--- src/rtl/uart_fifo_if.sv ---
// CPU-side byte strobes, status flags and the serial pins of uart_fifo.
interface uart_fifo_if #(
    parameter int unsigned DATA_BITS = 8
);
    logic                 tx_wr;
    logic [DATA_BITS-1:0] tx_data;
    logic                 tx_full;
    logic                 tx_idle;
    logic                 tx_out;
    logic                 rx_in;
    logic                 rx_rd;
    logic [DATA_BITS-1:0] rx_data;
    logic                 rx_empty;
    logic                 rx_frame_err;
    logic                 rx_over_run;
    logic                 tx_over_run;
    logic                 rx_parity_err;
    logic                 err_clr;

    modport master (
        output tx_wr, tx_data, rx_in, rx_rd, err_clr,
        input  tx_full, tx_idle, tx_out, rx_data, rx_empty,
               rx_frame_err, rx_over_run, tx_over_run, rx_parity_err
    );

    modport slave (
        input  tx_wr, tx_data, rx_in, rx_rd, err_clr,
        output tx_full, tx_idle, tx_out, rx_data, rx_empty,
               rx_frame_err, rx_over_run, tx_over_run, rx_parity_err
    );
endinterface

--- src/rtl/uart_fifo.sv ---
// Single-clock UART with shared baud tick, 16x-style oversampled RX and TX/RX FIFOs.
// Optional parity bit enabled by defining UART_PARITY_EN (PARITY_ODD selects odd).
module uart_fifo #(
    parameter int unsigned DATA_BITS  = 8,
    parameter int unsigned CLK_DIV    = 27,
    parameter int unsigned OVERSAMPLE = 16,
    parameter int unsigned FIFO_DEPTH = 16,
    parameter int unsigned PARITY_ODD = 0
) (
    input logic       clk,
    input logic       reset,
    uart_fifo_if.slave bus
);
    localparam int unsigned DIV_W = (CLK_DIV > 1) ? $clog2(CLK_DIV) : 1;
    localparam int unsigned OS_W  = $clog2(OVERSAMPLE);
    localparam int unsigned BIT_W = $clog2(DATA_BITS);
    localparam int unsigned PTR_W = $clog2(FIFO_DEPTH);
    localparam int unsigned CNT_W = PTR_W + 1;

    typedef enum logic [2:0] {
        TX_IDLE,
        TX_START,
        TX_DATA,
`ifdef UART_PARITY_EN
        TX_PARITY,
`endif
        TX_STOP
    } tx_state_e;

    typedef enum logic [2:0] {
        RX_IDLE,
        RX_START,
        RX_DATA,
`ifdef UART_PARITY_EN
        RX_PARITY,
`endif
        RX_STOP,
        RX_WAIT
    } rx_state_e;

    // Free-running baud tick
    logic [DIV_W-1:0] div_q;
    logic             tick;
    assign tick = (div_q == DIV_W'(CLK_DIV - 1));

    always_ff @(posedge clk) begin
        if (reset) div_q <= '0;
        else       div_q <= tick ? '0 : div_q + DIV_W'(1);
    end

    // TX FIFO
    logic [DATA_BITS-1:0] tx_mem [FIFO_DEPTH];
    logic [PTR_W-1:0]     tx_wp_q, tx_rp_q;
    logic [CNT_W-1:0]     tx_cnt_q, tx_cnt_d;
    logic                 tx_full_q, tx_push, tx_pop, tx_os_last;
    logic [DATA_BITS-1:0] tx_head;

    tx_state_e            tx_st_q;
    logic [OS_W-1:0]      tx_os_q;
    logic [BIT_W-1:0]     tx_bit_q;
    logic [DATA_BITS-1:0] tx_shift_q;
    logic                 tx_out_q, tx_idle_q;

    assign tx_push    = bus.tx_wr && !tx_full_q;
    assign tx_os_last = (tx_os_q == OS_W'(OVERSAMPLE - 1));
    assign tx_pop     = tick && (tx_cnt_q != '0) &&
                        ((tx_st_q == TX_IDLE) || ((tx_st_q == TX_STOP) && tx_os_last));
    assign tx_cnt_d   = tx_cnt_q + CNT_W'(tx_push) - CNT_W'(tx_pop);
    assign tx_head    = tx_mem[tx_rp_q];

    always_ff @(posedge clk) begin
        if (tx_push) tx_mem[tx_wp_q] <= bus.tx_data;
    end

    always_ff @(posedge clk) begin
        if (reset) begin
            tx_wp_q   <= '0;
            tx_rp_q   <= '0;
            tx_cnt_q  <= '0;
            tx_full_q <= 1'b0;
        end else begin
            tx_wp_q   <= tx_wp_q + PTR_W'(tx_push);
            tx_rp_q   <= tx_rp_q + PTR_W'(tx_pop);
            tx_cnt_q  <= tx_cnt_d;
            tx_full_q <= (tx_cnt_d == CNT_W'(FIFO_DEPTH));
        end
    end

`ifdef UART_PARITY_EN
    logic tx_par_q;
`endif

    // TX frame sequencer; a pop at the end of STOP chains the next frame without a gap
    always_ff @(posedge clk) begin
        if (reset) begin
            tx_st_q    <= TX_IDLE;
            tx_os_q    <= '0;
            tx_bit_q   <= '0;
            tx_shift_q <= '0;
            tx_out_q   <= 1'b1;
            tx_idle_q  <= 1'b1;
`ifdef UART_PARITY_EN
            tx_par_q   <= 1'b0;
`endif
        end else begin
            tx_idle_q <= (tx_cnt_d == '0) && !tx_pop &&
                         ((tx_st_q == TX_IDLE) || ((tx_st_q == TX_STOP) && tick && tx_os_last));
            if (tick) begin
                tx_os_q <= tx_os_last ? '0 : tx_os_q + OS_W'(1);
                if (tx_pop) begin
                    tx_shift_q <= tx_head;
`ifdef UART_PARITY_EN
                    tx_par_q   <= (^tx_head) ^ 1'(PARITY_ODD);
`endif
                    tx_out_q   <= 1'b0;
                    tx_os_q    <= '0;
                    tx_st_q    <= TX_START;
                end else begin
                    case (tx_st_q)
                        TX_IDLE: tx_os_q <= '0;
                        TX_START: if (tx_os_last) begin
                            tx_bit_q <= '0;
                            tx_out_q <= tx_shift_q[0];
                            tx_st_q  <= TX_DATA;
                        end
                        TX_DATA: if (tx_os_last) begin
                            tx_shift_q <= tx_shift_q >> 1;
                            if (tx_bit_q == BIT_W'(DATA_BITS - 1)) begin
`ifdef UART_PARITY_EN
                                tx_out_q <= tx_par_q;
                                tx_st_q  <= TX_PARITY;
`else
                                tx_out_q <= 1'b1;
                                tx_st_q  <= TX_STOP;
`endif
                            end else begin
                                tx_bit_q <= tx_bit_q + BIT_W'(1);
                                tx_out_q <= tx_shift_q[1];
                            end
                        end
`ifdef UART_PARITY_EN
                        TX_PARITY: if (tx_os_last) begin
                            tx_out_q <= 1'b1;
                            tx_st_q  <= TX_STOP;
                        end
`endif
                        TX_STOP: if (tx_os_last) tx_st_q <= TX_IDLE;
                        default: tx_st_q <= TX_IDLE;
                    endcase
                end
            end
        end
    end

    // RX synchroniser and sequencer
    logic [1:0]           rx_sync_q;
    logic                 rx_s;
    rx_state_e            rx_st_q;
    logic [OS_W-1:0]      rx_os_q;
    logic [BIT_W-1:0]     rx_bit_q;
    logic [DATA_BITS-1:0] rx_shift_q;
    logic                 rx_push_q, rx_os_last, rx_os_half;

    assign rx_s       = rx_sync_q[1];
    assign rx_os_last = (rx_os_q == OS_W'(OVERSAMPLE - 1));
    assign rx_os_half = (rx_os_q == OS_W'(OVERSAMPLE / 2 - 1));

    always_ff @(posedge clk) begin
        if (reset) begin
            rx_sync_q  <= 2'b11;
            rx_st_q    <= RX_IDLE;
            rx_os_q    <= '0;
            rx_bit_q   <= '0;
            rx_shift_q <= '0;
            rx_push_q  <= 1'b0;
        end else begin
            rx_sync_q <= {rx_sync_q[0], bus.rx_in};
            rx_push_q <= 1'b0;
            if (rx_st_q == RX_WAIT) begin
                if (rx_s) rx_st_q <= RX_IDLE;
            end else if (tick) begin
                rx_os_q <= rx_os_last ? '0 : rx_os_q + OS_W'(1);
                case (rx_st_q)
                    RX_IDLE: begin
                        rx_os_q <= '0;
                        if (!rx_s) rx_st_q <= RX_START;
                    end
                    RX_START: if (rx_os_half) begin
                        rx_os_q  <= '0;
                        rx_bit_q <= '0;
                        rx_st_q  <= rx_s ? RX_IDLE : RX_DATA;
                    end
                    RX_DATA: if (rx_os_last) begin
                        rx_shift_q <= {rx_s, rx_shift_q[DATA_BITS-1:1]};
                        if (rx_bit_q == BIT_W'(DATA_BITS - 1)) begin
`ifdef UART_PARITY_EN
                            rx_st_q <= RX_PARITY;
`else
                            rx_st_q <= RX_STOP;
`endif
                        end else begin
                            rx_bit_q <= rx_bit_q + BIT_W'(1);
                        end
                    end
`ifdef UART_PARITY_EN
                    RX_PARITY: if (rx_os_last) rx_st_q <= RX_STOP;
`endif
                    RX_STOP: if (rx_os_last) begin
                        rx_push_q <= rx_s;
                        rx_st_q   <= rx_s ? RX_IDLE : RX_WAIT;
                    end
                    default: rx_st_q <= RX_IDLE;
                endcase
            end
        end
    end

    // RX FIFO with registered show-ahead head
    logic [DATA_BITS-1:0] rx_mem [FIFO_DEPTH];
    logic [PTR_W-1:0]     rx_wp_q, rx_rp_q, rx_rd_next;
    logic [CNT_W-1:0]     rx_cnt_q, rx_cnt_d;
    logic                 rx_empty_q, rx_full, rx_push, rx_pop;
    logic [DATA_BITS-1:0] rx_data_q, rx_head_d;

    assign rx_full    = (rx_cnt_q == CNT_W'(FIFO_DEPTH));
    assign rx_pop     = bus.rx_rd && !rx_empty_q;
    assign rx_push    = rx_push_q && (!rx_full || rx_pop);
    assign rx_cnt_d   = rx_cnt_q + CNT_W'(rx_push) - CNT_W'(rx_pop);
    assign rx_rd_next = rx_rp_q + PTR_W'(rx_pop);
    assign rx_head_d  = (rx_push && (rx_wp_q == rx_rd_next)) ? rx_shift_q : rx_mem[rx_rd_next];

    always_ff @(posedge clk) begin
        if (rx_push) rx_mem[rx_wp_q] <= rx_shift_q;
    end

    always_ff @(posedge clk) begin
        if (reset) begin
            rx_wp_q    <= '0;
            rx_rp_q    <= '0;
            rx_cnt_q   <= '0;
            rx_empty_q <= 1'b1;
            rx_data_q  <= '0;
        end else begin
            rx_wp_q    <= rx_wp_q + PTR_W'(rx_push);
            rx_rp_q    <= rx_rd_next;
            rx_cnt_q   <= rx_cnt_d;
            rx_empty_q <= (rx_cnt_d == '0);
            rx_data_q  <= (rx_cnt_d == '0) ? '0 : rx_head_d;
        end
    end

    // Sticky error flags; a same-cycle event overrides err_clr
    logic rx_frame_err_q, rx_over_run_q, tx_over_run_q;
    logic rx_frame_ev, rx_ovr_ev, tx_ovr_ev;

    assign rx_frame_ev = tick && (rx_st_q == RX_STOP) && rx_os_last && !rx_s;
    assign rx_ovr_ev   = rx_push_q && rx_full && !rx_pop;
    assign tx_ovr_ev   = bus.tx_wr && tx_full_q;

    always_ff @(posedge clk) begin
        if (reset) begin
            rx_frame_err_q <= 1'b0;
            rx_over_run_q  <= 1'b0;
            tx_over_run_q  <= 1'b0;
        end else begin
            if (bus.err_clr) begin
                rx_frame_err_q <= 1'b0;
                rx_over_run_q  <= 1'b0;
                tx_over_run_q  <= 1'b0;
            end
            if (rx_frame_ev) rx_frame_err_q <= 1'b1;
            if (rx_ovr_ev)   rx_over_run_q  <= 1'b1;
            if (tx_ovr_ev)   tx_over_run_q  <= 1'b1;
        end
    end

`ifdef UART_PARITY_EN
    logic rx_parity_err_q, rx_par_ev;
    assign rx_par_ev = tick && (rx_st_q == RX_PARITY) && rx_os_last &&
                       (rx_s != ((^rx_shift_q) ^ 1'(PARITY_ODD)));

    always_ff @(posedge clk) begin
        if (reset) begin
            rx_parity_err_q <= 1'b0;
        end else begin
            if (bus.err_clr) rx_parity_err_q <= 1'b0;
            if (rx_par_ev)   rx_parity_err_q <= 1'b1;
        end
    end
    assign bus.rx_parity_err = rx_parity_err_q;
`else
    assign bus.rx_parity_err = 1'b0 & 1'(PARITY_ODD);
`endif

    assign bus.tx_full      = tx_full_q;
    assign bus.tx_idle      = tx_idle_q;
    assign bus.tx_out       = tx_out_q;
    assign bus.rx_data      = rx_data_q;
    assign bus.rx_empty     = rx_empty_q;
    assign bus.rx_frame_err = rx_frame_err_q;
    assign bus.rx_over_run  = rx_over_run_q;
    assign bus.tx_over_run  = tx_over_run_q;
endmodule

--- src/flat_wrapper.sv ---
// flat-port wrapper written by rule: the top's interface ports become plain ports
module uart_fifo_flat 
#(
    parameter int unsigned DATA_BITS  = 8,
    parameter int unsigned CLK_DIV    = 27,
    parameter int unsigned OVERSAMPLE = 16,
    parameter int unsigned FIFO_DEPTH = 16,
    parameter int unsigned PARITY_ODD = 0
)
  (clk, reset, bus_tx_wr, bus_tx_data, bus_rx_in, bus_rx_rd, bus_err_clr, bus_tx_full, bus_tx_idle, bus_tx_out, bus_rx_data, bus_rx_empty, bus_rx_frame_err, bus_rx_over_run, bus_tx_over_run, bus_rx_parity_err);
  uart_fifo_if #(.DATA_BITS(DATA_BITS)) bus_i ();
  input logic clk;
  input logic reset;
  input wire logic [$bits(bus_i.tx_wr)-1:0] bus_tx_wr;
  input wire logic [$bits(bus_i.tx_data)-1:0] bus_tx_data;
  input wire logic [$bits(bus_i.rx_in)-1:0] bus_rx_in;
  input wire logic [$bits(bus_i.rx_rd)-1:0] bus_rx_rd;
  input wire logic [$bits(bus_i.err_clr)-1:0] bus_err_clr;
  output wire logic [$bits(bus_i.tx_full)-1:0] bus_tx_full;
  output wire logic [$bits(bus_i.tx_idle)-1:0] bus_tx_idle;
  output wire logic [$bits(bus_i.tx_out)-1:0] bus_tx_out;
  output wire logic [$bits(bus_i.rx_data)-1:0] bus_rx_data;
  output wire logic [$bits(bus_i.rx_empty)-1:0] bus_rx_empty;
  output wire logic [$bits(bus_i.rx_frame_err)-1:0] bus_rx_frame_err;
  output wire logic [$bits(bus_i.rx_over_run)-1:0] bus_rx_over_run;
  output wire logic [$bits(bus_i.tx_over_run)-1:0] bus_tx_over_run;
  output wire logic [$bits(bus_i.rx_parity_err)-1:0] bus_rx_parity_err;
  assign bus_i.tx_wr = bus_tx_wr;
  assign bus_i.tx_data = bus_tx_data;
  assign bus_i.rx_in = bus_rx_in;
  assign bus_i.rx_rd = bus_rx_rd;
  assign bus_i.err_clr = bus_err_clr;
  assign bus_tx_full = bus_i.tx_full;
  assign bus_tx_idle = bus_i.tx_idle;
  assign bus_tx_out = bus_i.tx_out;
  assign bus_rx_data = bus_i.rx_data;
  assign bus_rx_empty = bus_i.rx_empty;
  assign bus_rx_frame_err = bus_i.rx_frame_err;
  assign bus_rx_over_run = bus_i.rx_over_run;
  assign bus_tx_over_run = bus_i.tx_over_run;
  assign bus_rx_parity_err = bus_i.rx_parity_err;
  uart_fifo #(.DATA_BITS(DATA_BITS), .CLK_DIV(CLK_DIV), .OVERSAMPLE(OVERSAMPLE), .FIFO_DEPTH(FIFO_DEPTH), .PARITY_ODD(PARITY_ODD)) u_core (.clk(clk), .reset(reset), .bus(bus_i));
endmodule
--- config.mk ---
export PLATFORM = sky130hd
export DESIGN_NAME = uart_fifo_flat
export DESIGN_NICKNAME = d
export VERILOG_FILES = /design/src/rtl/uart_fifo_if.sv /design/src/rtl/uart_fifo.sv /design/src/flat_wrapper.sv
export SDC_FILE = /design/constraint.sdc
export NUM_CORES = 1
export LEC_CHECK = 0
export CORE_AREA = 2 2 214 195
export DETAILED_ROUTE_END_ITERATION = 10
export DIE_AREA = 0 0 216 197
export HOLD_SLACK_MARGIN = 0.06
export PLACE_DENSITY = 0.48
export SLEW_MARGIN = 20
export SYNTH_ARGS = -nofsm -noshare
export SYNTH_HDL_FRONTEND = slang
export SYNTH_SLANG_ARGS = --single-unit
--- constraint.sdc ---
create_clock -name clk -period 8.6 [get_ports clk]
set_input_delay 1.72 -clock clk [delete_from_list [all_inputs] [get_ports clk]]
set_output_delay 1.72 -clock clk [all_outputs]
set_load 0.03 [all_outputs]
== Word-level counts from Yosys, hierarchy flattened ==
Memory sizes are Yosys's and may differ from the RTL's. A register that Yosys moved wholly into a read port is not among the register bits.
Index checks and enable logic that the tools add are counted.

* Bits in writable memories: 256
* Register bits after elaboration: 77
* Bits of input ports: 14
* Output and inout port bits: 16
* Memories: 2
* Logic and storage cells: 173

* Equal/unequal tests: 32
* Bitwise gates (word level): 5
* Reductions and logical operators: 50
* $add $sub $neg: 13
* Muxes and demuxes: 47

{| class="wikitable"
|+ Memory list
! memory !! depth !! width !! read ports !! clocked after memory_dff !! wr ports !! line !! text
|-
| u_core.rx_mem || 16 || 8 || 1 || 1 || 1 || uart_fifo.sv:219 || <nowiki>logic [DATA_BITS-1:0] rx_mem [FIFO_DEPTH];</nowiki>
|-
| u_core.tx_mem || 16 || 8 || 1 || 1 || 1 || uart_fifo.sv:52 || <nowiki>logic [DATA_BITS-1:0] tx_mem [FIFO_DEPTH];</nowiki>
|}

{| class="wikitable"
|+ Operator list
! kind !! number
|-
| 3-bit 2-to-1 mux || 19
|-
| 4-bit 2-to-1 mux || 6
|-
| 8-bit 2-to-1 mux || 3
|-
| 3-bit by 1-bit inequality test with 1-bit output (second input constant) || 8
|-
| 3-bit one-hot mux with 4 select lines || 2
|-
| 6-bit AND reduction || 3
|-
| 4-bit by 1-bit adder with 4-bit output || 4
|-
| 1-bit logical AND || 16
|-
| 2-bit nonzero test || 8
|-
| 5-bit == test (second input constant) || 3
|-
| 3-bit by 2-bit == test with 1-bit output (second input constant) || 4
|-
| 1-bit 2-to-1 mux || 12
|-
| 2-bit by 1-bit inequality test with 1-bit output (second input constant) || 6
|-
| 3-bit one-hot mux with 2 select lines || 2
|-
| 5-bit by 1-bit adder with 5-bit output || 2
|-
| 5-bit logical NOT || 2
|-
| 5-bit by 1-bit subtractor with 5-bit output || 2
|-
| 3-bit == test (second input constant) || 3
|-
| 4-bit by 1-bit adder with 4-bit output (second input constant) || 2
|-
| 4-bit == test (second input constant) || 2
|-
| 4-bit one-hot mux with 2 select lines || 1
|-
| 4-bit AND reduction || 2
|-
| 7-bit AND reduction || 1
|-
| 3-bit by 1-bit adder with 3-bit output (second input constant) || 2
|-
| other kinds (17) || 32
|}

== Longest topological paths before layout ==
* Depth in word-level cells: 8
* Mapped depth: 18
* Gate-level depth less buffers: 15

== Worst setup path before layout ==
Ideal clock, no wire load.

* Kind: input -> register
* Start point: in bus_rx_rd
* End point: reg u_core.rx_data_q[0], in the netlist u_core.bus.rx_data[0], read port of u_core.rx_mem
* Setup slack: 4.677 ns
* Stages: 12
* Setup time: 0.125 ns
* Data arrival time: 3.798 ns
* Data required time: 8.475 ns
* Cell sequence: nor2b_1 ha_1 inv_1 ha_1 inv_1 fa_1 nand2b_1 a21oi_1 xnor2_1 a31o_2 clkbuf_1 nor2_1

* Longest elaborated chain between the ends: 7
* Elaborated cells on any way between the ends: 8

{| class="wikitable"
|+ Ends and longest elaborated chain
! item !! line !! text
|-
| from (decl) || flat_wrapper.sv:17 || <nowiki>input wire logic [$bits(bus_i.rx_rd)-1:0] bus_rx_rd;</nowiki>
|-
| 1-bit logical AND * || uart_fifo.sv:226 || <nowiki>assign rx_pop = bus.rx_rd && !rx_empty_q;</nowiki>
|-
| 1-bit logical OR || uart_fifo.sv:227 || <nowiki>assign rx_push = rx_push_q && (!rx_full || rx_pop);</nowiki>
|-
| 1-bit logical AND || uart_fifo.sv:227 ||
|-
| 5-bit by 1-bit adder with 5-bit output || uart_fifo.sv:228 || <nowiki>assign rx_cnt_d = rx_cnt_q + CNT_W'(rx_push) - CNT_W'(rx_pop);</nowiki>
|-
| 5-bit by 1-bit subtractor with 5-bit output || uart_fifo.sv:228 ||
|-
| 5-bit logical NOT || uart_fifo.sv:248 || <nowiki>rx_data_q <= (rx_cnt_d == '0) ? '0 : rx_head_d;</nowiki>
|-
| 2-bit OR reduction (no source line) || n/a ||
|-
| to (decl) || uart_fifo.sv:223 || <nowiki>logic [DATA_BITS-1:0] rx_data_q, rx_head_d;</nowiki>
|}

Every way passes the cells marked *; elsewhere a longest branch is shown, timed or not.
A chain may end at the register's enable or synchronous reset.

== Worst setup path after layout ==
* Start point: in bus_rx_rd
* End point: reg u_core.rx_data_q[2], in the netlist u_core.bus.rx_data[2], read port of u_core.rx_mem

The elaborated chain is that of the path after synthesis.

==> impl_metrics.csv <==
group,metric,value,unit
power,leakage,0.00532,uW
critical_path,path_max_fanout,9,
timing,max_slew_margin,24.6,%
clock_network,numCtsBuffers,38,
die,die_w,216,um
routing,wl,28.9,mm
synthesis,synth_seq_area_share,66.9,%
placement,routabilityCongestion,0.726,
clock_network,postCtsSetupRepairBufs,0,
critical_path,reg2reg_depth,15,
synthesis,syn_nets,930,
final_layout,design_area,16100,sq um
clock_network,cts_hold_buffers,0,
clock_network,cts-resized-gates,0,
timing,finalHoldViolations,0,
critical_path,cp.required,9030,ps
final_layout,seq_area,9370,sq um
final_layout,nets,966,
critical_path,reg2reg_slack,4650,ps
min_path,hp-class,"flip-flop to flip-flop",
synthesis,yosys_warnings,0,
placement,placed_area,14900,sq um
routing,drc,0,
status,status,"finished clean",
grt,track_usage,13.9,%
routing,drt-pass1-iter-count,5,
routing,num_vias,7264,
clock_network,cts_root_buf,"clkbuf_16",
routing,wire_per_inst,19.4,um
die,core_area,40300,sq um
routing,vias_per_cell,4.88,
synthesis,synth_edf_count,256,
clock_network,htree_levels,2,
timing,rsz0062_at_grt,"false",
critical_path,startpoint_type,"input port",
timing,setup-tns-final,0,ps
final_layout,area_growth,15.2,%
clock_network,clock_sinks,340,
clock_network,cts_tree,"built",
clock_network,clockBufferDepth,3,
timing,fin_ws,4130,ps
critical_path,rr_startpoint,"u_core.tx_st_q[0]",
synthesis,synth_cells,882,
grt,grt_pass1_vias,7308,
timing,worstMarginPinSlew,1120,ps
final_layout,multiInputGateArea,4340,sq um
synthesis,synthFlopType,"edfxtp_1",
critical_path,worstPathArrival,4900,ps
die,die-area,42600,sq um
grt,grt_pass1_wl,45.2,mm
critical_path,critPathKind,"input port to flip-flop",
timing,min_period_over_period,52.0,%
final_layout,fillers,3728,
min_path,worst_hold_path.endpoint,"u_core.rx_sync_q[1]",
routing,drtIter0Drc,471,
final_layout,antenna_cells,0,
routing,ant_nets,0,
synthesis,synth.distinct_cells,56,
final_layout,drive_gt1_share,17.5,%
timing,final_max_slew_viol_count,0,
timing,finalSetupViolCount,0,
critical_path,end_kind,"flip-flop",
die,die-height,197,um
grt,grt_overflow,0,
grt,grt_start_max_net_pins,72,
critical_path,rr_endpoint,"u_core.bus.tx_full",
timing,fmax,224,MHz
synthesis,async_flop_share,0,%
die,ioPinCount,30,
clock_network,clkLatencyLatePin,540,ps
die,start_util,34.8,%
die,placementRows,70,
placement,place_ws,3310,ps
grt,antenna_found_initial,0,
power,peakVddDrop,150,uV
run,cap_violations,0,
timing,fin_skew,18.9,ps
timing,period_minus_slack,4470,ps
synthesis,ys_ff_latch,340,
power,powerDensity,252,nW/um^2
min_path,worstHoldPathCells,1,
placement,dp_hpwl,17.5,mm
placement,portBuffers,28,
synthesis,synth_area,14000,sq um
synthesis,syn_area_per_cell,15.9,sq um
clock_network,path_clk_slew,60,ps
min_path,worstHoldStart,"u_core.rx_sync_q[0]",
final cells by class:
type / count / area share, %
sequential: 340 / 58.1
inverter: 33 / 0.768
clock buffer: 53 / 6.62
timing repair buffer: 43 / 2.41
clock inverter: 17 / 0.955
multi-input combinational: 462 / 26.9
tap: 540 / 4.19
worst max-delay path, stage by stage:
cell and delay [ps]:
clkdlybuf4s50_1 390, nor2b_1 180, o41ai_2 960, inv_1 270
ha_1 290, inv_1 80, fa_1 190, nand2b_1 110
a21oi_1 70, xnor2_1 200, a31o_2 340, nor2_1 80
where the power goes:
group | total [uW] | leakage, uW | switching, uW | internal [uW]
Sequential | 1860 | 0.00303 | 35.9 | 1820
Combinational | 623 | 0.00170 | 336 | 286
Clock | 1580 | 0.000598 | 653 | 931
Total | 4060 | 0.00532 | 1020 | 3040
layout by cell type (no fill, tap or decap), types with 4 or more instances in the layout:
cell type and count:
nor4_1 4, xor2_1 7, inv_1 33, o32ai_1 8
mux4_2 65, dfxtp_1 83, and2_1 5, mux2_2 7
clkinv_2 5, edfxtp_1 256, nor3_1 9, nor2_1 87
o21ai_0 16, clkbuf_1 9, clkbuf_8 6, nor2b_1 20
nand3_1 11, nand2_1 18, xnor2_1 15, clkbuf_16 38
mux2i_1 58, clkdlybuf4s50_1 27, a21o_1 5, clkinv_1 5
buf_4 15, nand2b_1 11, ha_1 31, a21oi_1 32
or2_2 4
layer usage:
| metal | track usage [%] | wire, um | vias up |
|---|---|---|---|
| met5 | 0 | 0 | - |
| met4 | 3.68 | 482 | 0 |
| met3 | 2.76 | 1310 | 38 |
| met2 | 21.5 | 13200 | 137 |
| met1 | 20.1 | 13900 | 3657 |
| li1 | - | - | 3432 |
worst max-delay path by stage:
stage	from	depth (start not counted)	endpoint	slack, ps
5_1_grt	bus_rx_rd	12	u_core.bus.rx_data[0]	3900
4_1_cts	bus_rx_rd	9	u_core.bus.rx_data[6]	3880
2_1_floorplan	bus_rx_rd	12	u_core.bus.rx_data[0]	4680
6_report	bus_rx_rd	12	u_core.bus.rx_data[2]	4130
3_5_place_dp	bus_rx_rd	9	u_core.bus.rx_data[6]	3310
3_3_place_gp	bus_rx_rd	9	u_core.bus.rx_data[7]	3350
Yosys cell counts, types with 2 or more instances:
cell type | count | area, sq um
buf_4 | 5 | 37.5
fa_1 | 2 | 40.0
ha_1 | 32 | 400
mux2_2 | 7 | 78.8
edfxtp_1 | 256 | 7690
a31o_2 | 2 | 17.5
a22oi_1 | 2 | 15.0
and3_1 | 2 | 12.5
a21oi_1 | 32 | 160
clkbuf_1 | 22 | 82.6
mux4_2 | 65 | 1460
mux2i_1 | 58 | 581
xnor2_1 | 15 | 131
or3b_1 | 2 | 17.5
nor4b_1 | 5 | 43.8
dfxtp_1 | 84 | 1680
a32oi_1 | 2 | 17.5
nor3_1 | 11 | 55.1
nor3b_1 | 3 | 22.5
o32ai_1 | 8 | 70.1
buf_2 | 15 | 75.1
nor2b_1 | 20 | 125
xor2_1 | 7 | 61.3
nand2b_1 | 11 | 68.8
and2_1 | 5 | 31.3
o21ai_0 | 16 | 80.1
nor2_1 | 87 | 327
a21o_1 | 5 | 37.5
inv_1 | 33 | 124
nor4_1 | 5 | 31.3
nand3_1 | 11 | 55.1
buf_1 | 4 | 15.0
nand3b_1 | 2 | 15.0
o211ai_1 | 2 | 15.0
or2_2 | 4 | 25.0
nand2_1 | 18 | 67.6
or3_1 | 3 | 18.8
sequential cells by signal, summed over array words and instances (netlist names), 5 cells and up:
register	flops
u_core.bus.rx_data	8
u_core.tx_mem	128
u_core.rx_shift_q	8
u_core.rx_mem	128
u_core.tx_shift_q	8
u_core.tx_cnt_q	5
u_core.rx_cnt_q	5
u_core.div_q	5
metrics by stage:
stage	hold slack, ps	cells	power (uW)	util, %
5_1_grt	453	1488	4260	40.0
3_3_place_gp	401	1418	2530	36.9
3_5_place_dp	399	1418	2530	36.9
4_1_cts	433	1488	4120	40.0
6_report	428	1488	4060	40.0
2_1_floorplan	389	882	2350	-
cell families after synthesis:
logic type	Yosys count	share of synthesized area, %
AOI/OAI and AO/OA	77	3.58
xor gates and xnor gates	23	1.49
adders and majority gates	34	3.15
buffers and inverters	80	2.47
DFF	340	66.9
muxes	130	15.2
other	1	0.0268
and+or+nand+nor	197	7.20
No activity file was read; power rests on OpenSTA's default activity.
